[config.mk]
export PLATFORM = sky130hd
export DESIGN_NAME = digit_rev_addr_gen
export DESIGN_NICKNAME = d
export VERILOG_FILES = /design/src/rtl/digit_rev_addr_gen.sv
export SDC_FILE = /design/constraint.sdc
export NUM_CORES = 1
export LEC_CHECK = 0
export CORE_ASPECT_RATIO = 0.7
export CORE_MARGIN = 2
export CORE_UTILIZATION = 50
export DETAILED_ROUTE_END_ITERATION = 6
export DONT_BUFFER_PORTS = 1
export GPL_TIMING_DRIVEN = 0
export PLACE_DENSITY = 0.67
export SETUP_SLACK_MARGIN = 0.5
export SYNTH_ARGS = -nofsm -noshare
export SYNTH_HDL_FRONTEND = slang
export SYNTH_SLANG_ARGS = --single-unit
[constraint.sdc]
create_clock -name clk -period 3.36 [get_ports clk]
set_clock_uncertainty 0.2 [all_clocks]
set_input_delay 0.168 -clock clk [delete_from_list [all_inputs] [get_ports clk]]
set_output_delay 0.168 -clock clk [all_outputs]
set_load 0.03 [all_outputs]
[src/rtl/digit_rev_addr_gen.sv]
// Purpose: self-sequencing NTT reorder index stream; counts seq 0..2^(RADIX_K*l)-1 and emits its bit (or digit) reversal.
// Latency: start accepted at cycle T gives the first beat (seq=0) at T+1; one beat per cycle while out_ready is high.
// Backpressure: out_ready low holds out_idx/out_seq/out_last stable; no combinational path from out_ready to outputs.
// Build option: define BITREV_DIGIT_EN to reverse RADIX_K-bit digits instead of single bits.
module digit_rev_addr_gen #(
    parameter int D_WIDTH = 12,
    parameter int RADIX_K = 3,
    parameter int L_WIDTH = 3
) (
    input  logic               clk,
    input  logic               rst,
    input  logic               start,
    input  logic               clear,
    input  logic [L_WIDTH-1:0] l,
    output logic               out_valid,
    input  logic               out_ready,
    output logic [D_WIDTH-1:0] out_idx,
    output logic [D_WIDTH-1:0] out_seq,
    output logic               out_last,
    output logic               busy,
    output logic               done,
    output logic               cfg_err
);

    typedef enum logic [1:0] {
        IDLE = 2'd0,
        RUN  = 2'd1,
        DONE = 2'd2
    } state_t;

    state_t             state_q, state_d;
    logic [5:0]         w_q, w_d;
    logic [5:0]         w_calc;
    logic [D_WIDTH-1:0] seq_d, idx_d, seq_inc, idx_inc;
    logic [D_WIDTH:0]   last_seq;
    logic               last_d, last_inc, cfg_err_d;

    // Reversed-index width for the requested stage count (max 3*7 = 21 fits 6 bits).
    assign w_calc  = 6'(RADIX_K) * 6'(l);
    assign seq_inc = out_seq + 1'b1;
    // N-1 for the active run, one bit wider so W = D_WIDTH needs no special case.
    assign last_seq = ({{D_WIDTH{1'b0}}, 1'b1} << w_q) - 1'b1;
    assign last_inc = ({1'b0, seq_inc} == last_seq);

`ifdef BITREV_DIGIT_EN
    localparam int MAXD = (D_WIDTH + RADIX_K - 1) / RADIX_K;

    logic [L_WIDTH-1:0] l_q, l_d;

    // Digit j of s lands at digit position lv-1-j; bit order within a digit is kept.
    function automatic logic [D_WIDTH-1:0] rev_idx(input logic [D_WIDTH-1:0] s,
                                                   input logic [L_WIDTH-1:0] lv);
        logic [D_WIDTH-1:0] r;
        r = '0;
        for (int j = 0; j < MAXD; j++) begin
            for (int p = 0; p < MAXD; p++) begin
                if ((j < int'(lv)) && (j + p == int'(lv) - 1)) begin
                    for (int b = 0; b < RADIX_K; b++) begin
                        if ((RADIX_K * j + b < D_WIDTH) && (RADIX_K * p + b < D_WIDTH))
                            r[RADIX_K * p + b] = s[RADIX_K * j + b];
                    end
                end
            end
        end
        return r;
    endfunction

    assign idx_inc = rev_idx(seq_inc, l_q);
`else
    // Bit i of s lands at bit w-1-i; bits at or above w stay zero.
    function automatic logic [D_WIDTH-1:0] rev_idx(input logic [D_WIDTH-1:0] s,
                                                   input logic [5:0] w);
        logic [D_WIDTH-1:0] r;
        r = '0;
        for (int i = 0; i < D_WIDTH; i++) begin
            for (int j = 0; j < D_WIDTH; j++) begin
                if ((i < int'(w)) && (i + j == int'(w) - 1))
                    r[j] = s[i];
            end
        end
        return r;
    endfunction

    assign idx_inc = rev_idx(seq_inc, w_q);
`endif

    // Next-state and next-output decode; clear overrides every transition.
    always_comb begin
        state_d   = state_q;
        w_d       = w_q;
        seq_d     = out_seq;
        idx_d     = out_idx;
        last_d    = out_last;
        cfg_err_d = 1'b0;
`ifdef BITREV_DIGIT_EN
        l_d       = l_q;
`endif
        case (state_q)
            IDLE: begin
                if (start) begin
                    if (int'(w_calc) > D_WIDTH) begin
                        cfg_err_d = 1'b1;
                    end else begin
                        state_d = RUN;
                        w_d     = w_calc;
                        seq_d   = '0;
                        idx_d   = '0;
                        last_d  = (w_calc == 6'd0);
`ifdef BITREV_DIGIT_EN
                        l_d     = l;
`endif
                    end
                end
            end
            RUN: begin
                if (out_ready) begin
                    if (out_last) begin
                        state_d = DONE;
                        last_d  = 1'b0;
                    end else begin
                        seq_d  = seq_inc;
                        idx_d  = idx_inc;
                        last_d = last_inc;
                    end
                end
            end
            DONE: begin
                state_d = IDLE;
            end
            default: begin
                state_d = IDLE;
            end
        endcase
        if (clear) begin
            state_d   = IDLE;
            last_d    = 1'b0;
            cfg_err_d = 1'b0;
        end
    end

    // State, index and status registers; status flags are registered decodes of the next state.
    always_ff @(posedge clk or negedge rst) begin
        if (!rst) begin
            state_q   <= IDLE;
            w_q       <= '0;
            out_seq   <= '0;
            out_idx   <= '0;
            out_last  <= 1'b0;
            out_valid <= 1'b0;
            busy      <= 1'b0;
            done      <= 1'b0;
            cfg_err   <= 1'b0;
`ifdef BITREV_DIGIT_EN
            l_q       <= '0;
`endif
        end else begin
            state_q   <= state_d;
            w_q       <= w_d;
            out_seq   <= seq_d;
            out_idx   <= idx_d;
            out_last  <= last_d;
            out_valid <= (state_d == RUN);
            busy      <= (state_d == RUN);
            done      <= (state_d == DONE);
            cfg_err   <= cfg_err_d;
`ifdef BITREV_DIGIT_EN
            l_q       <= l_d;
`endif
        end
    end

endmodule
### Word-level counts from Yosys, hierarchy flattened

Cells that the tools add are included.

| storage, ports and cells | value |
|---|---|
| flip-flop bits (word level) | 35 |
| input bits | 8 |
| output and inout port bits | 29 |
| logic and storage cells | 380 |

| operators by class | value |
|---|---|
| add/subtract/negate cells | 3 |
| $mul | 1 |
| $lt $le $gt $ge | 13 |
| equal/unequal tests | 33 |
| shift operators | 1 |
| muxes and demuxes | 168 |
| bitwise gates (word level) | 1 |
| reduce and logical (&&, ||, !) cells | 152 |

Operators with widths:

| cell | count |
|---|---|
| 2-to-1 mux 1 bit | 153 |
| logical AND 1 bit | 144 |
| 2-to-1 mux 12 bit | 6 |
| equality test 5 x 6 -> 1 bit, first input constant | 8 |
| one-hot mux 12 bit (2 select lines) | 2 |
| equality test 6 bit, first input constant | 7 |
| zero test 32 bit | 1 |
| equality test 4 x 6 -> 1 bit, first input constant | 4 |
| < comparator 3 x 5 -> 1 bit, first input constant | 4 |
| < comparator 4 x 5 -> 1 bit, first input constant | 4 |
| equality test 12 x 13 -> 1 bit | 1 |
| << shifter 1 x 5 -> 13 bit, first input constant | 1 |
| subtractor 13 x 1 -> 13 bit, second input constant | 1 |
| adder 12 x 1 -> 12 bit, second input constant | 1 |
| equality test 3 x 6 -> 1 bit, first input constant | 2 |
| < comparator 1 x 5 -> 1 bit, first input constant | 2 |
| < comparator 2 x 5 -> 1 bit, first input constant | 2 |
| 2-to-1 mux 2 bit | 5 |
| inequality test 3 bit, second input constant | 3 |
| inequality test 2 bit, second input constant | 4 |
| equality test 2 x 6 -> 1 bit, first input constant | 1 |
| zero test 6 bit | 1 |
| subtractor 5 x 1 -> 6 bit, second input constant | 1 |
| greater-than comparator 5 x 4 -> 1 bit, second input constant | 1 |
| 12 further kinds | 13 |

### Depth between registers and ports, before layout

Gate-level depths: netlist of run 1.

| depth | value |
|---|---|
| word-level depth | 18 |
| depth in mapped cells | 13 |
| mapped depth without buffers | 11 |

### Worst setup path before layout of run 1

OpenSTA, ideal clock, no wires.

| path | value |
|---|---|
| path type | register to register |
| from | reg w_q[1] |
| to | reg out_last |
| library setup time | 0.095 ns |
| arrival | 2.804 ns |
| data required time | 3.065 ns |
| slack | 0.260 ns |
| cell stages (with the launch flop) | 14 |
| buffers on the path | 3 |
| period minus slack after synthesis | 3.100 ns |
| cell sequence | dfrtp_1 buf_4 clkbuf_1 clkbuf_1 nor2_1 nand3_1 ha_1 nor2b_1 a22o_1 a31oi_1 xnor2_1 o2111ai_1 or4_1 o31ai_1 |

| between the ends | value |
|---|---|
| longest elaborated chain between the ends | 7 |

Ends and longest elaborated chain:

| item | RTL line | source |
|---|---|---|
| start: declaration | 32 | `logic [5:0] w_q, w_d;` |
| start signal: assignment | 158 | `w_q <= w_d;` |
| << shifter 1 x 5 -> 13 bit | 42 | `assign last_seq = ({{D_WIDTH{1'b0}}, 1'b1} << w_q) - 1'b1;` |
| subtractor 13 x 1 -> 13 bit | 42 |  |
| equality test 12 x 13 -> 1 bit | 43 | `assign last_inc = ({1'b0, seq_inc} == last_seq);` |
| 2-to-1 mux 1 bit | 117 | `if (out_last) begin` |
| 2-to-1 mux 1 bit | 116 | `if (out_ready) begin` |
| one-hot mux 1 bit (2 select lines) | 98 | `case (state_q)` |
| 2-to-1 mux 1 bit | 134 | `if (clear) begin` |
| end signal: assignment | 161 | `out_last <= last_d;` |
| end: declaration | 19 | `output logic out_last,` |

No other way between the ends. The select of a mux whose other input is x is not followed.
A chain may end at the register's enable or synchronous reset.

### Worst setup path after layout of run 1

Same ends and word-level chain as after synthesis.

==> metrics.md, run 1 <==
| Metric | Value |
|---|---|
| Distinct cells, synth | 69 |
| Max Root-Sink Buffers | 2 |
| Core ar. | 7320 sq um |
| Initial antenna violation count | 0 |
| Worst setup startpoint | w_q[1] |
| Max cap viols | 0 |
| Synthesis warning total | 0 |
| Boundary Pins | 37 |
| Critical Path RT | 3.39 ns |
| Post-Route WL | about 16 mm |
| First-pass GRT wire length | 24.0 mm |
| Post-synthesis cell count | 499 |
| All-layer global routing usage | 37.5% |
| Combinational share of power | approximately two thirds |
| Post-DR wirelength/cell | roughly 25 um |
| Clk sink count | 35 |
| Root Driver | clkbuf_8 |
| Fin. Hold Viols | 0 |
| PwrDens | 605 nW/um^2 |
| Post-synth ARST share | 100% |
| Achievable frequency | 334 MHz |
| Worst r2r dst | out_last |
| Setup crit end kind | register |
| Yosys top cell by area | dfrtp_1 |
| Post-synth top area share | 23.2% |
| Worst r2r path cells | 11 |
| Top cells by count, synth | nand2_1, o21ai_0, dfrtp_1 |
| Most frequent cell after synthesis | nand2_1 |
| Setup TNS | 0 ns |
| Number of flops mapped to enable cells by yosys | 0 |
| Total Nets Final | between 500 and 600 |
| Total gr overflow | 0 |
| Final period util | just under 90% |
| Num CTS Buffers | 5 |
| Hold WC Path Type | in -> reg |
| Worst-Margin Slew | 0.992 ns |
| Syn nets | about 520 |
| Tmin final | 2.99 ns |
| Most used DFF post-synth | dfrtp_1 |
| Vias in the first global route | 4,155 |
| Detail Placement HPWL | 11.1 mm |
| Via-per-instance ratio | 7.16 |
| Worst-Skew Late Latency | approximately 0.32 ns |
| VDD IR-drop max | between 0.5 and 0.6 mV |
| Slew Viols, Final | 0 |
| Slew headroom | 32.9% |
| R2R Path Start | w_q[1] |
| Vias | between 4k and 5k |
| WS Path Type | reg -> reg |
| Antenna cell count | 0 |
| Core Rows | 26 |
| FF-to-FF setup slack | between 0.3 and 0.4 ns |
| Pre-antenna DRT Iters | 7 |
| Synthesis-to-layout area growth | 26.5% |
| Die area | 8290 sq um |
| Hold_ws | 0.0285 ns |
| Clock power share | 11.8% |
| Top cells by area, synth | dfrtp_1, o21ai_0, nand2_1 |
| Final setup viols | 0 |
| TritonCTS clock tree | done |
| Crit start category | register |
| Sw frac | 52.7% |
| Total power | approximately 0.0029 W |
| Critical path arrival | 3.02 ns |
| Int Pwr | 0.00137 W |
| Sequential share of power | a little over a fifth |
| Avg Inst Size Synth | roughly 7.6 sq um |
| Worst-path fanout max | 6 |
| Register bit total from synthesis | 35 |
| Number of port buffers | 0 |
| Die Y | 76.8 um |
| Clock transition at path regs | 0.08 ns |
| LEAKAGE | ~1.8 nW |
| CP Capture Point | out_last |
| Share of layout cells above drive strength 1 | 26.8% |
| Pin count of the biggest net entering global routing | 36 |
| DRT iter0 DRCs | 812 |
| Fill count | 638 |
| RSZ-0062 raised after global routing | yes |
| Seq/Total Area, Yosys | 23.2% |
| H-tree depth | 2 |
| Die Wd | 108 um |
| P_sw | roughly 0.0015 W |
| Routed Antenna Nets | 0 |
| Post-Synthesis Cell Area | 3780 sq um |
| Initial core utilization | 51.7% |
| GPL Wtd Cong | about 1.1 |
| DRC viols | 0 |
| Status | finished clean |
[layout by cell type, fill, tap and decap left out, types with 5 or more instances in the layout]
cell            n
nand2_1        51
dlygate4sd3_1   6
or2_2           5
a21oi_1        21
clkbuf_1       10
clkbuf_4        5
a22oi_1        13
o21ai_1         5
buf_2           6
dfrtp_2        10
nor2b_1         5
nor3b_1         5
o211ai_1        5
a221oi_1        8
buf_4          22
o221ai_1        6
nor3_2          7
nor3_1         14
nand3_1        13
nand2b_1       10
a31oi_1         8
buf_6           9
or3_1           6
dfrtp_1        25
o21ai_0        43
xnor2_1        15
inv_1          12
a221oi_2        5
nor2_1         26
o22ai_1        14
clkbuf_8        7
[worst max-delay path, stage by stage (launching register included)]
cell     delay (ns)
dfrtp_1        0.39
buf_6          0.14
nor2_8         0.13
ha_4           0.14
buf_8          0.11
nand2_2        0.08
ha_4           0.29
xor2_2         0.20
nand4_1        0.10
or4_1          0.41
or4_4          0.54
o31ai_4        0.17
[stage by stage]
step	setup WS, ns	util, %	cell area [sq um]	std cells
global route	0.306	65.4	4780	632
global placement	0.0449	54.7	4010	597
CTS	0.358	60.2	4410	620
detailed placement	0.0124	54.8	4010	598
floorplan	0.498	-	3880	499
finish	0.370	65.4	4780	632
[per-layer routing]
layer / wire length, um / part of all wire, % / track usage [%]
met1: 6690 / 43 / 58.9
met2: 6240 / 40 / 50.1
met3: 2320 / 15 / 9.86
met4: 425 / 2.7 / 8.46
met5: 0 / 0 / 0
[power by group through the flow]
stage	combinational (W)	clock, W	sequential (W)
after floorplan	0.00114	0	0.000590
after global routing	0.00204	0.000356	0.000611
after detailed placement	0.00153	0	0.000608
after global placement	0.00152	0	0.000604
after CTS	0.00168	0.000330	0.000602
final	0.00195	0.000341	0.000603
[flip-flops by register name (all words and copies together), names as in the netlist]
| name | flops |
|---|---|
| busy | 1 |
| cfg_err | 1 |
| done | 1 |
| out_idx | 12 |
| out_last | 1 |
| out_seq | 12 |
| state_q | 2 |
| w_q | 5 |
[worst min-delay path by stage]
stage / startpoint / cells after the start / to / slack, ns
finish: l[1] / 3 / w_q[1] / 0.03
detailed placement: rst / 0 / done / -0.33
global placement: rst / 0 / cfg_err / -0.33
floorplan: rst / 0 / busy / -0.33
CTS: l[1] / 3 / w_q[1] / 0.03
global route: l[1] / 3 / w_q[1] / 0.04
[area by class of cell]
cell class	instances	area (sq um)	share of cell area [%]
Clock buffer	6	72.6	1.52
Buffer	41	333	6.96
Inverter	14	57.6	1.20
Clock inverter	2	12.5	0.262
Multi-Input combinational cell	409	3070	64.1
Timing Repair Buffer	27	231	4.84
Tap cell	98	123	2.56
Sequential cell	35	888	18.6
[kinds of logic after synthesis]
family | share of synthesized area, %
buffers and inverters | 6.62
AND/OR/NAND/NOR | 26.4
adder cells (fa/ha/maj) | 3.18
XOR/XNOR | 7.34
multiplexers | 1.16
flip-flops | 23.2
AO/OA/AOI/OAI | 32.2
[what timing repair did]
item / 4_1_cts / 5_1_grt
buffers inserted: 7 / 12
endpoints found under the hold margin: 42 / 0
setup endpoints to repair: 13 / 13
gates resized for setup: 45 / 79
pin swaps: 5 / 19
hold buffers: 7 / 0
Power figures use the tool's default switching activity.
==> run 2: changes to the inputs <==
--- a/config.mk
+++ b/config.mk
@@ -5,13 +5,14 @@
 export SDC_FILE = /design/constraint.sdc
 export NUM_CORES = 1
 export LEC_CHECK = 0
+export ABC_AREA = 1
 export CORE_ASPECT_RATIO = 0.7
 export CORE_MARGIN = 2
-export CORE_UTILIZATION = 50
+export CORE_UTILIZATION = 55
 export DETAILED_ROUTE_END_ITERATION = 6
 export DONT_BUFFER_PORTS = 1
 export GPL_TIMING_DRIVEN = 0
-export PLACE_DENSITY = 0.67
+export PLACE_DENSITY = 0.72
 export SETUP_SLACK_MARGIN = 0.5
 export SYNTH_ARGS = -nofsm -noshare
 export SYNTH_HDL_FRONTEND = slang
==> run 2 against run 1 <==
Against the previous run:
- non-clock buffer count decreased by 25
- the flow now finishes with violations (hold timing)
- worst setup slack improved by 0.22 ns
- area after synthesis increased by 3.7%
- fmax increased by 8.0%
- largest cell class unchanged
- clock power increased by 21%
- design area decreased by 6.1%
- combinational power decreased by 10%
- final cell count increased by 22%
- worst hold slack got worse by 0.033 ns
- register-to-register slack improved by 0.22 ns
- flip-flop and latch count unchanged
- total power decreased by 4.8%
==> metrics.md, run 2 <==
| Metric | Value |
|---|---|
| Clk sink count | 35 (unchanged) |
| Slew Viols, Final | 0 (unchanged) |
| Core Rows | 25 (-3.8%) |
| Seq/Total Area, Yosys | 22.3% (-0.83 points) |
| R2R Path Start | w_q[1] |
| Vias in the first global route | 3,912 (-5.8%) |
| Synthesis-to-layout area growth | 14.4% |
| CP Capture Point | out_idx[11] |
| Most common cell after layout, fill and taps aside | nand2_1 |
| Setup TNS | 0 ns (unchanged) |
| Initial core utilization | 57.5% (+5.9 points) |
| Total Nets Final | 696 (+27%) |
| Critical path arrival | 2.77 ns (-0.25 ns) |
| Post-synth top area share | 23.7% (+0.57 points) |
| Worst r2r path cells | 19 (+8) |
| Post-synthesis cell count | 647 (+30%) |
| Max cap viols | 0 (unchanged) |
| Worst r2r dst | out_idx[11] |
| Distinct cells, synth | 43 (-38%) |
| Top flop regs | out_idx: 12 flops, out_seq: 12 flops, w_q: 5 flops |
| WS Path Type | reg -> reg |
| Worst-Skew Late Latency | 0.30 ns (-0.02 ns) |
| Yosys top cell by area | nand2_1 |
| Slew headroom | 58.0% (+25 points) |
| Clock transition at path regs | 0.09 ns (about the same) |
| VDD IR-drop max | 0.354 mV (-38%) |
| Pin count of the biggest net entering global routing | 36 (unchanged) |
| Utilization after layout | 65.9% (+0.50 points) |
| Final setup viols | 0 (unchanged) |
| Die area | 7840 sq um (-5.4%) |
| Core ar. | 6820 sq um (-6.8%) |
| Die Y | 74.7 um (-2.7%) |
| RSZ-0062 raised after global routing | yes |
| Root Driver | clkbuf_8 |
| Failing checks | hold timing |
| Pre-antenna DRT Iters | 6 (-1) |
| GPL Wtd Cong | 0.987 (-9.8%) |
| PwrDens | 614 nW/um^2 (+1.4%) |
| Worst setup startpoint | w_q[1] |
| Worst-Margin Slew | 0.624 ns (-0.368 ns) |
| Post-synth ARST share | 100% (unchanged) |
| Fin. Hold Viols | 1 (+1) |
| Top cells by count, synth | nand2_1, inv_1, a21oi_1 |
| Hold_ws | -0.00455 ns (-0.0330 ns) |
| Top cells by area, synth | nand2_1, dfrtp_1, inv_1 |
| Synthesis warning total | 0 (unchanged) |
| DRC viols | 0 (unchanged) |
| Most frequent cells in the layout | nand2_1, inv_1, a21oi_1 |
| Avg Inst Size Synth | 6.06 sq um (-20%) |
| Number of flops mapped to enable cells by yosys | 0 (unchanged) |
| FF-to-FF setup slack | 0.59 ns (+0.22 ns) |
| Number of port buffers | 0 (unchanged) |
| Achievable frequency | 361 MHz (+8.0%) |
| Antenna cell count | 0 (unchanged) |
| Setup crit end kind | register |
| Routed Antenna Nets | 0 (unchanged) |
| Hold WC Path Type | in -> reg |
| Initial antenna violation count | 0 (unchanged) |
| Worst-path fanout max | 8 (+2) |
| Syn nets | 664 (+29%) |
| LEAKAGE | 2.32 nW (+27%) |
| Fill count | 641 (+0.47%) |
| Vias | 4,459 (-1.4%) |
| H-tree depth | 2 (unchanged) |
| Register bit total from synthesis | 35 (unchanged) |
| TritonCTS clock tree | done |
| Die Wd | 105 um (-2.8%) |
| Tmin final | 2.77 ns (-0.223 ns) |
| Post-Route WL | 12.9 mm (-18%) |
| Status | finished with violations |
| All-layer global routing usage | 33.7% (-3.8 points) |
| Most frequent cell after synthesis | nand2_1 |
| Via-per-instance ratio | 5.76 (-20%) |
| Total gr overflow | 0 (unchanged) |
| Post-Synthesis Cell Area | 3920 sq um (+3.7%) |
| Critical Path RT | 3.36 ns (-0.03 ns) |
| Boundary Pins | 37 (unchanged) |
| Most used DFF post-synth | dfrtp_1 |
| Num CTS Buffers | 5 (unchanged) |
| Post-DR wirelength/cell | 16.7 um (-33%) |
| Detail Placement HPWL | 9.65 mm (-13%) |
| First-pass GRT wire length | 20.5 mm (-15%) |
| Max Root-Sink Buffers | 2 (unchanged) |
| Share of layout cells above drive strength 1 | 16.8% (-10 points) |
| DRT iter0 DRCs | 553 (-32%) |
| Final period util | 82.4% (-6.6 points) |
| Crit start category | register |
==> run 2: cell count changes after synthesis, sizes merged, moves of 14 or more <==
cell / before / now
nor3: 23 / 7
a22oi: 14 / 0
xnor2: 21 / 3
nand2: 54 / 264
inv: 14 / 88
a21oi: 21 / 52
clkbuf: 22 / 6
o21ai: 49 / 27
nor2: 32 / 46
nand3: 19 / 42
==> run 2: final cells by class <==
type | instances | area [sq um] | area share (%)
Buffer | 18 | 128 | 2.84
Sequential cell | 35 | 882 | 19.6
Clock inverter | 3 | 43.8 | 0.975
Multi-Input combinational cell | 503 | 2670 | 59.4
Clock buffer | 5 | 68.8 | 1.53
Tap cell | 94 | 118 | 2.62
Inverter | 91 | 353 | 7.86
Timing Repair Buffer | 25 | 230 | 5.13
==> run 2: metrics by stage <==
| step | cells | worst slack [ns] | hold WS [ns] | area (sq um) | power (W) |
|---|---|---|---|---|---|
| after global placement | 741 | 0.194 | -0.327 | 4040 | 0.00216 |
| after CTS | 757 | 0.460 | 0.00340 | 4280 | 0.00263 |
| after floorplan | 647 | 0.858 | -0.328 | 3920 | 0.00186 |
| final | 774 | 0.593 | -0.00455 | 4490 | 0.00276 |
| after global routing | 774 | 0.401 | 0.0314 | 4490 | 0.00296 |
| after detailed placement | 741 | 0.211 | -0.327 | 4040 | 0.00219 |
==> run 2: cells by family after synthesis <==
| family | after synthesis | share of synthesized area (%) |
|---|---|---|
| flip-flops | 35 | 22.3 |
| AND/OR/NAND/NOR | 378 | 44.7 |
| buffers and inverters | 109 | 11.7 |
| AO/OA/AOI/OAI | 100 | 14.2 |
| XOR/XNOR | 16 | 4.05 |
| adder cells (fa/ha/maj) | 9 | 3.06 |
==> run 2: per-layer routing <==
metal	track usage [%]	wire length (um)	vias up
met5	0	0	-
met4	9.93	263	0
met3	5.19	1590	30
met2	49.4	5320	270
met1	51.2	5720	2037
li1	-	-	2122
==> run 2: worst min-delay path by stage <==
stage,cells past startpoint,end,slack (ns),start
floorplan,0,busy,-0.33,rst
global placement,0,w_q[0],-0.33,rst
detailed placement,0,w_q[0],-0.33,rst
CTS,4,w_q[1],0.003,l[1]
global route,4,w_q[1],0.03,l[1]
finish,4,w_q[1],-0.005,l[1]
==> run 2: worst max-delay path, stage by stage, from the launching register on <==
cell and delay (ns):
dfrtp_1 0.35, buf_6 0.14, nor2_8 0.06, ha_1 0.30, buf_6 0.15, clkinvlp_4 0.17, nand4_1 0.23, clkinvlp_4 0.22
a21oi_1 0.18, nand2_1 0.06, nand2_1 0.05, nand2_1 0.04, nand2_1 0.08, nand2_1 0.07, nand2_1 0.06, nand2_1 0.06
nand2_1 0.06, nand3_1 0.07, nand2_1 0.07, nand2_1 0.04
==> run 2: where the power goes <==
group | leakage, nW | internal (W) | total [W] | switching [W]
clock | 0.0581 | 0.000221 | 0.000411 | 0.000190
sequential | 0.470 | 0.000472 | 0.000590 | 0.000118
combinational | 1.79 | 0.000602 | 0.00175 | 0.00115
==> run 2: timing repair <==
action / CTS / global route
hold buffers: 8 / 0
buffers inserted: 0 / 17
setup endpoints to repair: 14 / 14
gates cloned: 0 / 0
pin swaps: 0 / 5
endpoints found under the hold margin: 44 / 0
resized for setup: 11 / 20
==> run 3: changes to the inputs <==
==> constraint.sdc (replaced) <==
create_clock -name clk -period 2.68 [get_ports clk]
set_clock_uncertainty 0.2 [all_clocks]
set_input_delay 0.134 -clock clk [delete_from_list [all_inputs] [get_ports clk]]
set_output_delay 0.134 -clock clk [all_outputs]
set_load 0.03 [all_outputs]
==> run 3 against run 2 <==
Against the previous run:
- the flow now finishes without violations
- highest routed layer unchanged
- first-iteration DRC count grew 14%
- critical endpoint is now out_last
- core utilization grew 11 points
- total power grew 43%
- register-to-register slack lost 0.51 ns
- final cell count up 4.9%
==> metrics.md, run 3 (synthesized netlist as in run 2, its figures left out) <==
| Metric | Value |
|---|---|
| Sw frac | 52.4% (-0.56 points) |
| Worst-Skew Late Latency | 0.31 ns (about the same) |
| Num CTS Buffers | 5 (unchanged) |
| Clock power share | 10.1% (-4.8 points) |
| Pre-antenna DRT Iters | 6 (unchanged) |
| Status | finished clean |
| Die Y | 74.7 um (unchanged) |
| First-pass GRT wire length | 20.6 mm (+0.47%) |
| Vias | 4,715 (+5.7%) |
| Final setup viols | 0 (unchanged) |
| Max cap viols | 0 (unchanged) |
| Worst r2r dst | out_last |
| Die Wd | 105 um (unchanged) |
| WS Path Type | reg -> reg |
| Clk sink count | 35 (unchanged) |
| PwrDens | 758 nW/um^2 (+24%) |
| Crit-path slowest cell | dfrtp_2 |
| Worst setup startpoint | out_seq[1] |
| Worst-path fanout max | 7 (-1) |
| Achievable frequency | 385 MHz (+6.6%) |
| Utilization after layout | 76.5% (+11 points) |
| H-tree depth | 2 (unchanged) |
| Setup crit end kind | register |
| Antenna cell count | 0 (unchanged) |
| Fin. Hold Viols | 0 (-1) |
| Post-Route WL | 14.2 mm (+10%) |
| P_sw | 0.00207 W (+42%) |
| Buf/Inv on CP | 2 (-2) |
| Top cell family by delay on the critical path | simple AND/OR/NAND/NOR gates |
| HP Start | l[2] |
| Tmin final | 2.60 ns (-0.171 ns) |
| Clock transition at path regs | 0.09 ns (about the same) |
| Post-DR wirelength/cell | 17.5 um (+5.0%) |
| Core Rows | 25 (unchanged) |
| Initial core utilization | 57.5% (unchanged) |
| Initial antenna violation count | 0 (unchanged) |
| Slew Viols, Final | 0 (unchanged) |
| Slew headroom | 65.4% (+7.4 points) |
| Worst-path cell chain | ha_4 -> nand3_4 -> nor2_4 -> nand3_2 -> nor2_4 -> xor2_4 -> inv_4 -> nand2_2 -> nand2_1 -> inv_1 -> nand3_1 -> nor2_1 -> nand3_1 -> a21boi_1 |
| All-layer global routing usage | 33.3% (-0.40 points) |
| Critical Path RT | 2.69 ns (-0.67 ns) |
| Share of layout cells above drive strength 1 | 30.8% (+14 points) |
| Final period util | 96.9% (+15 points) |
| Max Root-Sink Buffers | 2 (unchanged) |
| Detail Placement HPWL | 9.16 mm (-5.0%) |
| Die area | 7840 sq um (unchanged) |
| Hold path depth | 3 (-1) |
| Final WS setup | 0.0836 ns (-0.509 ns) |
| Worst-Margin Slew | 0.515 ns (-0.109 ns) |
| Most common cell after layout, fill and taps aside | nand2_1 |
| Via-per-instance ratio | 5.81 (+0.79%) |
| Crit start category | register |
| Vias in the first global route | 4,152 (+6.1%) |
| R2R Path Start | out_seq[1] |
| Hold WC Path Type | in -> reg |
| Boundary Pins | 37 (unchanged) |
| Most frequent cells in the layout | nand2_1, inv_1, a21oi_1 |
| Number of port buffers | 0 (unchanged) |
| Total Nets Final | 734 (+5.5%) |
| CP peak stage delay | 0.52 ns (+0.17 ns) |
| Total gr overflow | 0 (unchanged) |
| VDD IR-drop max | 0.360 mV (+1.7%) |
| Int Pwr | 0.00188 W (+45%) |
| Root Driver | clkbuf_8 |
| Top flop regs | out_idx: 12 flops, out_seq: 12 flops, w_q: 5 flops |
| Combinational share of power | 71.0% (+7.3 points) |
| GPL Wtd Cong | 0.978 (-0.91%) |
| TritonCTS clock tree | done |
| DRC viols | 0 (unchanged) |
| Critical path arrival | 2.61 ns (-0.16 ns) |
| LEAKAGE | 2.57 nW (+11%) |
| DRT iter0 DRCs | 628 (+14%) |
| Crit path depth | 14 (-5) |
| Worst Hold Path EP | w_q[2] |
| Synthesis-to-layout area growth | 32.9% |
| Core ar. | 6820 sq um (unchanged) |
| Routed Antenna Nets | 0 (unchanged) |
| Pre-CTS setup slack | -0.280 ns (-0.491 ns) |
| FF-to-FF setup slack | 0.08 ns (-0.51 ns) |
| Worst r2r path cells | 14 (-5) |
| Pin count of the biggest net entering global routing | 36 (unchanged) |
| RSZ-0062 raised after global routing | yes |
| Sequential share of power | 19.0% (-2.4 points) |
==> run 3: changes by cell type in the layout (fill, tap and decap cells not counted), moves of 7 or more <==
cell	delta
buf_6	+12
nor2_4	+8
buf_4	+26
dfrtp_1	-7
nand2_2	+16
nand2_1	-20
inv_1	-9
o21ai_0	-8
nand3_1	-9
==> run 3: worst register-to-register path: stages, from the launching register on <==
cell	delay, ns
dfrtp_2	0.52
ha_4	0.22
nand3_4	0.10
nor2_4	0.17
nand3_2	0.12
nor2_4	0.17
xor2_4	0.26
inv_4	0.11
nand2_2	0.08
nand2_1	0.05
inv_1	0.05
nand3_1	0.06
nor2_1	0.11
nand3_1	0.09
a21boi_1	0.22
==> run 3: area by class of cell <==
type                            count  area, sq um
Buffer                             18          170
Clock buffer                        6         72.6
Clock inverter                      2         12.5
Fill cell                         526         1610
Inverter                           91          383
Multi-Input combinational cell    504         3020
Sequential cell                    35          893
Tap cell                           94          118
Timing Repair Buffer               62          541
==> run 3: per-stage QoR <==
stage	cells	hold WS (ns)	instance area, sq um	power [W]	setup TNS [ns]
after floorplan	647	-0.362	4060	0.00246	0
after global placement	741	-0.361	4180	0.00281	-1.68
after detailed placement	741	-0.361	4180	0.00285	-1.84
after CTS	781	0.0286	4730	0.00347	0
after global routing	812	0.0647	5210	0.00421	-0.0796
final	812	0.0484	5210	0.00395	0
==> run 3: power groups by stage <==
stage | Clock, W | Sequential, W | Combinational, W
final | 0.000397 | 0.000749 | 0.00281
after global routing | 0.000414 | 0.000755 | 0.00305
after CTS | 0.000395 | 0.000746 | 0.00233
after detailed placement | 0 | 0.000763 | 0.00208
after global placement | 0 | 0.000761 | 0.00205
after floorplan | 0 | 0.000747 | 0.00171
==> run 3: routing by layer <==
metal	up-vias	wire length [um]	global-route usage, %
met4	0	388	10.7
met2	278	6350	52.5
met5	-	0	0
met3	45	1630	8.31
li1	2212	-	-
met1	2180	5820	45.6
==> run 3: timing repair <==
action	in CTS	in global routing
setup buffers	24	28
hold buffers	8	0
resized for setup	48	71
cloned	0	3
pin swaps	11	59
endpoints found under the setup margin	23	25
endpoints found under the hold margin	44	0
==> run 3: how the worst max path moves through the flow <==
| stage | slack, ns | endpoint |
|---|---|---|
| 2_1_floorplan | 0.37 | out_idx[2] |
| 3_3_place_gp | -0.27 | out_idx[2] |
| 3_5_place_dp | -0.28 | out_idx[2] |
| 4_1_cts | 0.18 | out_idx[4] |
| 5_1_grt | -0.03 | out_last |
| 6_report | 0.08 | out_last |
